### config.mk
export PLATFORM = sky130hd
export DESIGN_NAME = pmem_arbiter_burst
export DESIGN_NICKNAME = d
export VERILOG_FILES = /design/src/rtl/pmem_arbiter_burst.sv
export SDC_FILE = /design/constraint.sdc
export NUM_CORES = 1
export LEC_CHECK = 0
export CAP_MARGIN = 20
export CORE_AREA = 5 5 391 393
export CTS_BUF_LIST = sky130_fd_sc_hd__clkbuf_8
export DETAILED_ROUTE_END_ITERATION = 12
export DIE_AREA = 0 0 396 398
export MAX_ROUTING_LAYER = met4
export PLACE_DENSITY = 0.6
export SLEW_MARGIN = 20
export SYNTH_ARGS = -nofsm -noshare
export SYNTH_HDL_FRONTEND = slang
export SYNTH_SLANG_ARGS = --single-unit
export TNS_END_PERCENT = 20
### constraint.sdc
create_clock -name clk -period 17.3 [get_ports clk]
set_input_delay 1.73 -clock clk [delete_from_list [all_inputs] [get_ports clk]]
set_output_delay 1.73 -clock clk [all_outputs]
set_load 0.03 [all_outputs]
### src/rtl/pmem_arbiter_burst.sv
// ----------------------------------------------------------------------------
// pmem_arbiter_burst
//
// Purpose:
//   Shares one burst memory port between the I-cache (line reads only) and the
//   D-cache (line reads and writebacks). A granted LINE_W request is carried out
//   as BEATS consecutive BURST_W beats on the memory side. The assembled line
//   is returned with a single-cycle resp pulse, matching the cache pmem
//   handshake.
//
// Optional feature:
//   PMEM_ARB_ROUND_ROBIN_EN - when defined, simultaneous requests are granted to
//   the client that was not granted last. When undefined, the D-cache always
//   wins over the I-cache.
//
// Ports:
//   clk, rst_n                  clock (rising edge), async active-low reset
//   i_pmem_read/address         I-cache line read request, held until resp
//   i_pmem_rdata/resp           last line read for the I-cache, done pulse
//   d_pmem_read/write/address   D-cache line request (write beats read)
//   d_pmem_wdata                D-cache writeback line
//   d_pmem_rdata/resp           last line read for the D-cache, done pulse
//   burst_read/write            memory burst direction, held for whole burst
//   burst_address               line-aligned burst address
//   burst_wdata                 current write beat
//   burst_rdata                 current read beat
//   burst_resp                  one beat transferred this cycle
// ----------------------------------------------------------------------------
module pmem_arbiter_burst #(
    parameter int LINE_W  = 256,
    parameter int BURST_W = 64,
    parameter int ADDR_W  = 32
) (
    input  logic                clk,
    input  logic                rst_n,

    input  logic                i_pmem_read,
    input  logic [ADDR_W-1:0]   i_pmem_address,
    output logic [LINE_W-1:0]   i_pmem_rdata,
    output logic                i_pmem_resp,

    input  logic                d_pmem_read,
    input  logic                d_pmem_write,
    input  logic [ADDR_W-1:0]   d_pmem_address,
    input  logic [LINE_W-1:0]   d_pmem_wdata,
    output logic [LINE_W-1:0]   d_pmem_rdata,
    output logic                d_pmem_resp,

    output logic                burst_read,
    output logic                burst_write,
    output logic [ADDR_W-1:0]   burst_address,
    output logic [BURST_W-1:0]  burst_wdata,
    input  logic [BURST_W-1:0]  burst_rdata,
    input  logic                burst_resp
);

    localparam int BEATS  = LINE_W / BURST_W;
    localparam int CNT_W  = (BEATS > 1) ? $clog2(BEATS) : 1;
    localparam logic [CNT_W-1:0]  LAST_BEAT   = CNT_W'(BEATS - 1);
    // Byte-offset bits inside one line; cleared to form the burst address.
    localparam logic [ADDR_W-1:0] OFFSET_MASK = ADDR_W'(LINE_W / 8 - 1);

    typedef enum logic [1:0] {
        IDLE  = 2'd0,
        READ  = 2'd1,
        WRITE = 2'd2,
        DONE  = 2'd3
    } state_t;

    state_t              state_q;
    state_t              state_d;
    logic [CNT_W-1:0]    cnt_q;
    logic                gnt_d_q;      // 1: transaction belongs to the D-cache

    logic [ADDR_W-1:0]   addr_q;
    logic [LINE_W-1:0]   wline_q;
    logic [LINE_W-1:0]   rline_q;
    logic [LINE_W-1:0]   i_rdata_q;
    logic [LINE_W-1:0]   d_rdata_q;

    logic                req_i;
    logic                req_d;
    logic                any_req;
    logic                win_d;
    logic                win_wr;
    logic                grant_en;
    logic                in_burst;
    logic                beat_done;
    logic                last_beat;
    logic                rd_line_done;
    logic [ADDR_W-1:0]   sel_addr;
    logic [LINE_W-1:0]   line_asm;

    // ------------------------------------------------------------------------
    // Arbitration
    // ------------------------------------------------------------------------
    assign req_i   = i_pmem_read;
    assign req_d   = d_pmem_read | d_pmem_write;
    assign any_req = req_i | req_d;

`ifdef PMEM_ARB_ROUND_ROBIN_EN
    // Remembers who won the previous grant so a tie goes to the other client.
    // Resets to the I-cache so the D-cache takes the first tie.
    logic last_d_q;

    assign win_d = req_d & (~req_i | ~last_d_q);

    always_ff @(posedge clk or negedge rst_n) begin
        if (!rst_n) begin
            last_d_q <= 1'b0;
        end else if (grant_en) begin
            last_d_q <= win_d;
        end
    end
`else
    assign win_d = req_d;
`endif

    // A D-cache request with both read and write high is served as a write.
    assign win_wr   = win_d & d_pmem_write;
    assign grant_en = (state_q == IDLE) && any_req;
    assign sel_addr = win_d ? d_pmem_address : i_pmem_address;

    // ------------------------------------------------------------------------
    // Beat bookkeeping
    // ------------------------------------------------------------------------
    assign in_burst     = (state_q == READ) || (state_q == WRITE);
    assign beat_done    = in_burst && burst_resp;
    assign last_beat    = (cnt_q == LAST_BEAT);
    assign rd_line_done = (state_q == READ) && burst_resp && last_beat;

    // Line buffer with the current beat merged in; on the final beat this is
    // the complete line, so the client register can load it directly.
    always_comb begin
        line_asm = rline_q;
        line_asm[int'(cnt_q) * BURST_W +: BURST_W] = burst_rdata;
    end

    // ------------------------------------------------------------------------
    // FSM: next state
    // ------------------------------------------------------------------------
    always_comb begin
        state_d = state_q;
        case (state_q)
            IDLE: begin
                if (any_req) begin
                    state_d = win_wr ? WRITE : READ;
                end
            end
            READ: begin
                if (burst_resp && last_beat) begin
                    state_d = DONE;
                end
            end
            WRITE: begin
                if (burst_resp && last_beat) begin
                    state_d = DONE;
                end
            end
            DONE: begin
                state_d = IDLE;
            end
            default: begin
                state_d = IDLE;
            end
        endcase
    end

    // ------------------------------------------------------------------------
    // FSM: outputs
    // ------------------------------------------------------------------------
    always_comb begin
        burst_read    = 1'b0;
        burst_write   = 1'b0;
        burst_address = '0;
        burst_wdata   = '0;
        i_pmem_resp   = 1'b0;
        d_pmem_resp   = 1'b0;
        case (state_q)
            READ: begin
                burst_read    = 1'b1;
                burst_address = addr_q;
            end
            WRITE: begin
                burst_write   = 1'b1;
                burst_address = addr_q;
                burst_wdata   = wline_q[int'(cnt_q) * BURST_W +: BURST_W];
            end
            DONE: begin
                i_pmem_resp   = ~gnt_d_q;
                d_pmem_resp   = gnt_d_q;
            end
            default: begin
            end
        endcase
    end

    assign i_pmem_rdata = i_rdata_q;
    assign d_pmem_rdata = d_rdata_q;

    // ------------------------------------------------------------------------
    // Control registers
    // ------------------------------------------------------------------------
    always_ff @(posedge clk or negedge rst_n) begin
        if (!rst_n) begin
            state_q <= IDLE;
            cnt_q   <= '0;
            gnt_d_q <= 1'b0;
        end else begin
            state_q <= state_d;
            if (grant_en) begin
                cnt_q   <= '0;
                gnt_d_q <= win_d;
            end else if (beat_done) begin
                cnt_q <= last_beat ? '0 : cnt_q + CNT_W'(1);
            end
        end
    end

    // ------------------------------------------------------------------------
    // Transaction data (only meaningful while a burst is owned)
    // ------------------------------------------------------------------------
    always_ff @(posedge clk) begin
        if (grant_en) begin
            addr_q <= sel_addr & ~OFFSET_MASK;
            if (win_wr) begin
                wline_q <= d_pmem_wdata;
            end
        end
        if ((state_q == READ) && burst_resp) begin
            rline_q <= line_asm;
        end
    end

    // ------------------------------------------------------------------------
    // Per-client returned lines; they only change when that client's read
    // finishes, so a write or the other client's traffic leaves them intact.
    // ------------------------------------------------------------------------
    always_ff @(posedge clk or negedge rst_n) begin
        if (!rst_n) begin
            i_rdata_q <= '0;
            d_rdata_q <= '0;
        end else if (rd_line_done) begin
            if (gnt_d_q) begin
                d_rdata_q <= line_asm;
            end else begin
                i_rdata_q <= line_asm;
            end
        end
    end

    // ------------------------------------------------------------------------
    // Invariants
    // ------------------------------------------------------------------------
    a_one_dir: assert property (@(posedge clk) disable iff (!rst_n)
        !(burst_read && burst_write));
    a_one_resp: assert property (@(posedge clk) disable iff (!rst_n)
        !(i_pmem_resp && d_pmem_resp));

endmodule

==> impl_metrics.tcl <==
set metrics [dict create \
    drv_slew 0 \
    fp.dieH_um 398 \
    fmax_ghz 0.172 \
    placedInstanceArea_sq_mm 0.0503 \
    avgSynthCellArea_sq_um 12.6 \
    crit_start "cnt_q[0]$_DFFE_PN0P_" \
    p_leak_nw 21.6 \
    hp-class "reg2reg" \
    hold_start "i_pmem_rdata[210]$_DFFE_PN0P_" \
    wire_per_inst_um 23.5 \
    gr-usage-met1_pct 21.5 \
    drt_iter0_markers 1787 \
    r2r-start "cnt_q[0]$_DFFE_PN0P_" \
    finalSetupTns_ns 0 \
    grt_use_met2_pct 29.9 \
    portBuffers 986 \
    power.density_mw_per_mm2 172 \
    design_area_sq_mm 0.0538 \
    cts_tree "built" \
    cts_root_buf "clkbuf_8" \
    avgViaCountPerCell 4.50 \
    setup_slack_ns 11.50 \
    outcome "completed" \
    async_flop_share_pct 52.1 \
    swShare_pct 39.5 \
    switchingPower_mw 3.65 \
    areaGrowthSynthToFinish_pct 39.5 \
    tightest_slew_ns 1.25 \
    p_int_mw 5.59 \
    gr-usage-met3_pct 5.66 \
    busiest_layer "met2" \
    dr.pass1.iters 7 \
    die_width_um 396 \
    grt_max_degree 196 \
    ys_types 37 \
    netlist_area_sq_mm 0.0386 \
    place_congestion 0.852 \
    cts.clk_slew.worst_paths_ns 0.06 \
    wl_um 145000 \
    ys.flop_type "dfrtp_1" \
    pre_cts_ws_ns 11.92 \
    timing.final.hold_violations 0 \
    clkLatencyLatePin_ns 0.87 \
    grt_usage_pct 18.3 \
    multiInputGateArea_sq_mm 0.00974 \
    fillers 14700 \
    ant_nets 0 \
    max_cap_violations 0 \
    rsz0062_at_grt "no" \
    arrival_ns 4.07 \
    critPathLaunchType "flip-flop" \
    rows 142 \
    cts_htree_levels 4 \
    start_util_pct 25.9 \
    finalPower_mw 9.23 \
    grt_antenna_before_repair 22 \
    postCtsSetupRepairBufs 0 \
    core_area_sq_mm 0.149 \
    setup_viol 0 \
    cts_hold_buf 0 \
    post-route-period-util_pct 33.5 \
    comb_power_share_pct 39.7 \
    dp_hpwl_um 103000 \
    grt_overflow 0 \
    clk_path_buf_depth 3 \
    path_class "reg2out" \
    die-area_sq_mm 0.158 \
    synth_edf_count 475 \
    synth-seq-cells 992 \
    seq_area_sq_mm 0.0272 \
    cp_data_required_time_ns 15.57 \
    drc_errors 0 \
    power_frac_seq_pct 37.3 \
    slew-limit-headroom_pct 16.5 \
    pin_count 1002 \
    cts_resized 0 \
    yosysWarnings 0 \
    numCtsBuffers 173 \
    vdd_ir_drop_max_mv 0.0894 \
    first_global_vias 28500 \
    synthCells 3056 \
    clkPwrFrac_pct 23.0 \
    ys_seq_area_share_pct 70.5 \
    worst_setup_path_end_kind "output pin" \
    min_period_ns 5.80 \
    cp_max_fo 40 \
    cts_sinks 992 \
    grt_pass1_wl_um 204000 \
    fin_worst_skew_ns 0.0523 \
    drive_gt1_share_pct 9.01 \
    fin_nets 4445 \
    via_count 27700 \
]
[critical path, cell delays in order, from the launching register on]
cell             delay (ns)
dfrtp_4                0.91
buf_4                  0.72
mux4_2                 0.57
and2_1                 0.17
clkdlybuf4s50_1        0.72
[Yosys cell counts, types with 19 or more instances]
| master | n | area, sq um |
|---|---|---|
| dfrtp_1 | 517 | 12900 |
| edfxtp_1 | 475 | 14300 |
| a21oi_1 | 449 | 2250 |
| nor2_1 | 387 | 1450 |
| nand2_1 | 214 | 803 |
| inv_1 | 198 | 743 |
| nor2b_1 | 130 | 813 |
| buf_2 | 101 | 505 |
| and2_1 | 94 | 588 |
| clkbuf_1 | 88 | 330 |
| o21ai_1 | 72 | 360 |
| mux4_2 | 64 | 1440 |
| a41oi_1 | 61 | 534 |
| o21ai_0 | 59 | 295 |
| a22oi_1 | 46 | 345 |
| mux2_2 | 27 | 304 |
| a32oi_1 | 19 | 166 |
[layout by cell type (no fill, tap or decap), types with 17 or more instances in the layout]
cell,netlist,routed
nor2_1,387,386
o21ai_1,72,72
buf_4,6,31
a32oi_1,19,19
clkinv_1,0,17
and2_1,94,92
clkbuf_8,0,199
a41oi_1,61,61
mux2_2,27,27
dfrtp_1,517,515
clkdlybuf4s50_1,0,985
a22oi_1,46,46
o21ai_0,59,59
inv_1,198,273
edfxtp_1,475,475
nor2b_1,130,129
nand2_1,214,214
a21oi_1,449,449
mux4_2,64,64
diode_2,0,19
[per-layer routing]
layer | wire (um) | share of wire (%)
met5 | 0 | 0
met4 | 4290 | 3.0
met3 | 11900 | 8.2
met2 | 71200 | 49
met1 | 57500 | 40
[metrics by stage]
stage	utilization (%)	hold slack, ns	cells
after detailed placement	33.8	0.469	5814
after global routing	36.1	0.504	6157
final	36.1	0.479	6157
after global placement	33.8	0.462	5814
after floorplan	-	0.521	3060
after CTS	36.1	0.483	6138
[final cells by class]
cell class	count	share of cell area, %
Tap cell	1944	4.52
Inverter	199	1.39
Clock inverter	125	1.27
Clock buffer	199	5.09
Multi-Input combinational cell	1657	18.1
Sequential cell	992	50.6
Antenna cell	19	0.0884
Timing Repair Buffer	1022	19.0
[registers in the layout, summed over array words and instances, names as in the netlist]
signal,count
addr_q,27
cnt_q,2
d_pmem_rdata,256
gnt_d_q,1
i_pmem_rdata,256
rline_q,192
state_q,2
wline_q,256
[final timing paths]
| kind | end | slack [ns] | cells past startpoint |
|---|---|---|---|
| min in group asynchronous | d_pmem_rdata[205]$_DFFE_PN0P_ | 0.92 | 1 |
| setup / recovery | burst_wdata[3] | 11.50 | 4 |
| max in group asynchronous | cnt_q[1]$_DFFE_PN0P_ | 13.09 | 4 |
| setup reg to reg | i_pmem_rdata[207]$_DFFE_PN0P_ | 12.74 | 7 |
| hold reg to reg | i_pmem_rdata[210]$_DFFE_PN0P_ | 0.48 | 2 |
| hold / removal | i_pmem_rdata[210]$_DFFE_PN0P_ | 0.48 | 2 |
[logic make-up (layout without fill, tap and decap cells)]
family | Yosys count | in the layout | share of synthesized area [%]
AO/OA/AOI/OAI | 710 | 710 | 10.3
flip-flops | 992 | 992 | 70.5
other | 1 | 24 | 0.00972
AND/OR/NAND/NOR | 837 | 837 | 9.76
multiplexers | 95 | 95 | 4.63
buffers and inverters | 411 | 1545 | 4.44
adder cells (fa/ha/maj) | 10 | 10 | 0.324
[power groups by stage]
stage | sequential (mW) | clock (mW) | combinational (mW)
2_1_floorplan | 4.12 | 0 | 1.37
3_3_place_gp | 3.46 | 0 | 3.68
3_5_place_dp | 3.48 | 0 | 3.70
4_1_cts | 3.44 | 2.20 | 3.72
5_1_grt | 3.50 | 2.30 | 3.89
6_report | 3.44 | 2.13 | 3.67
Note: power is estimated with default switching activity, not from simulation.
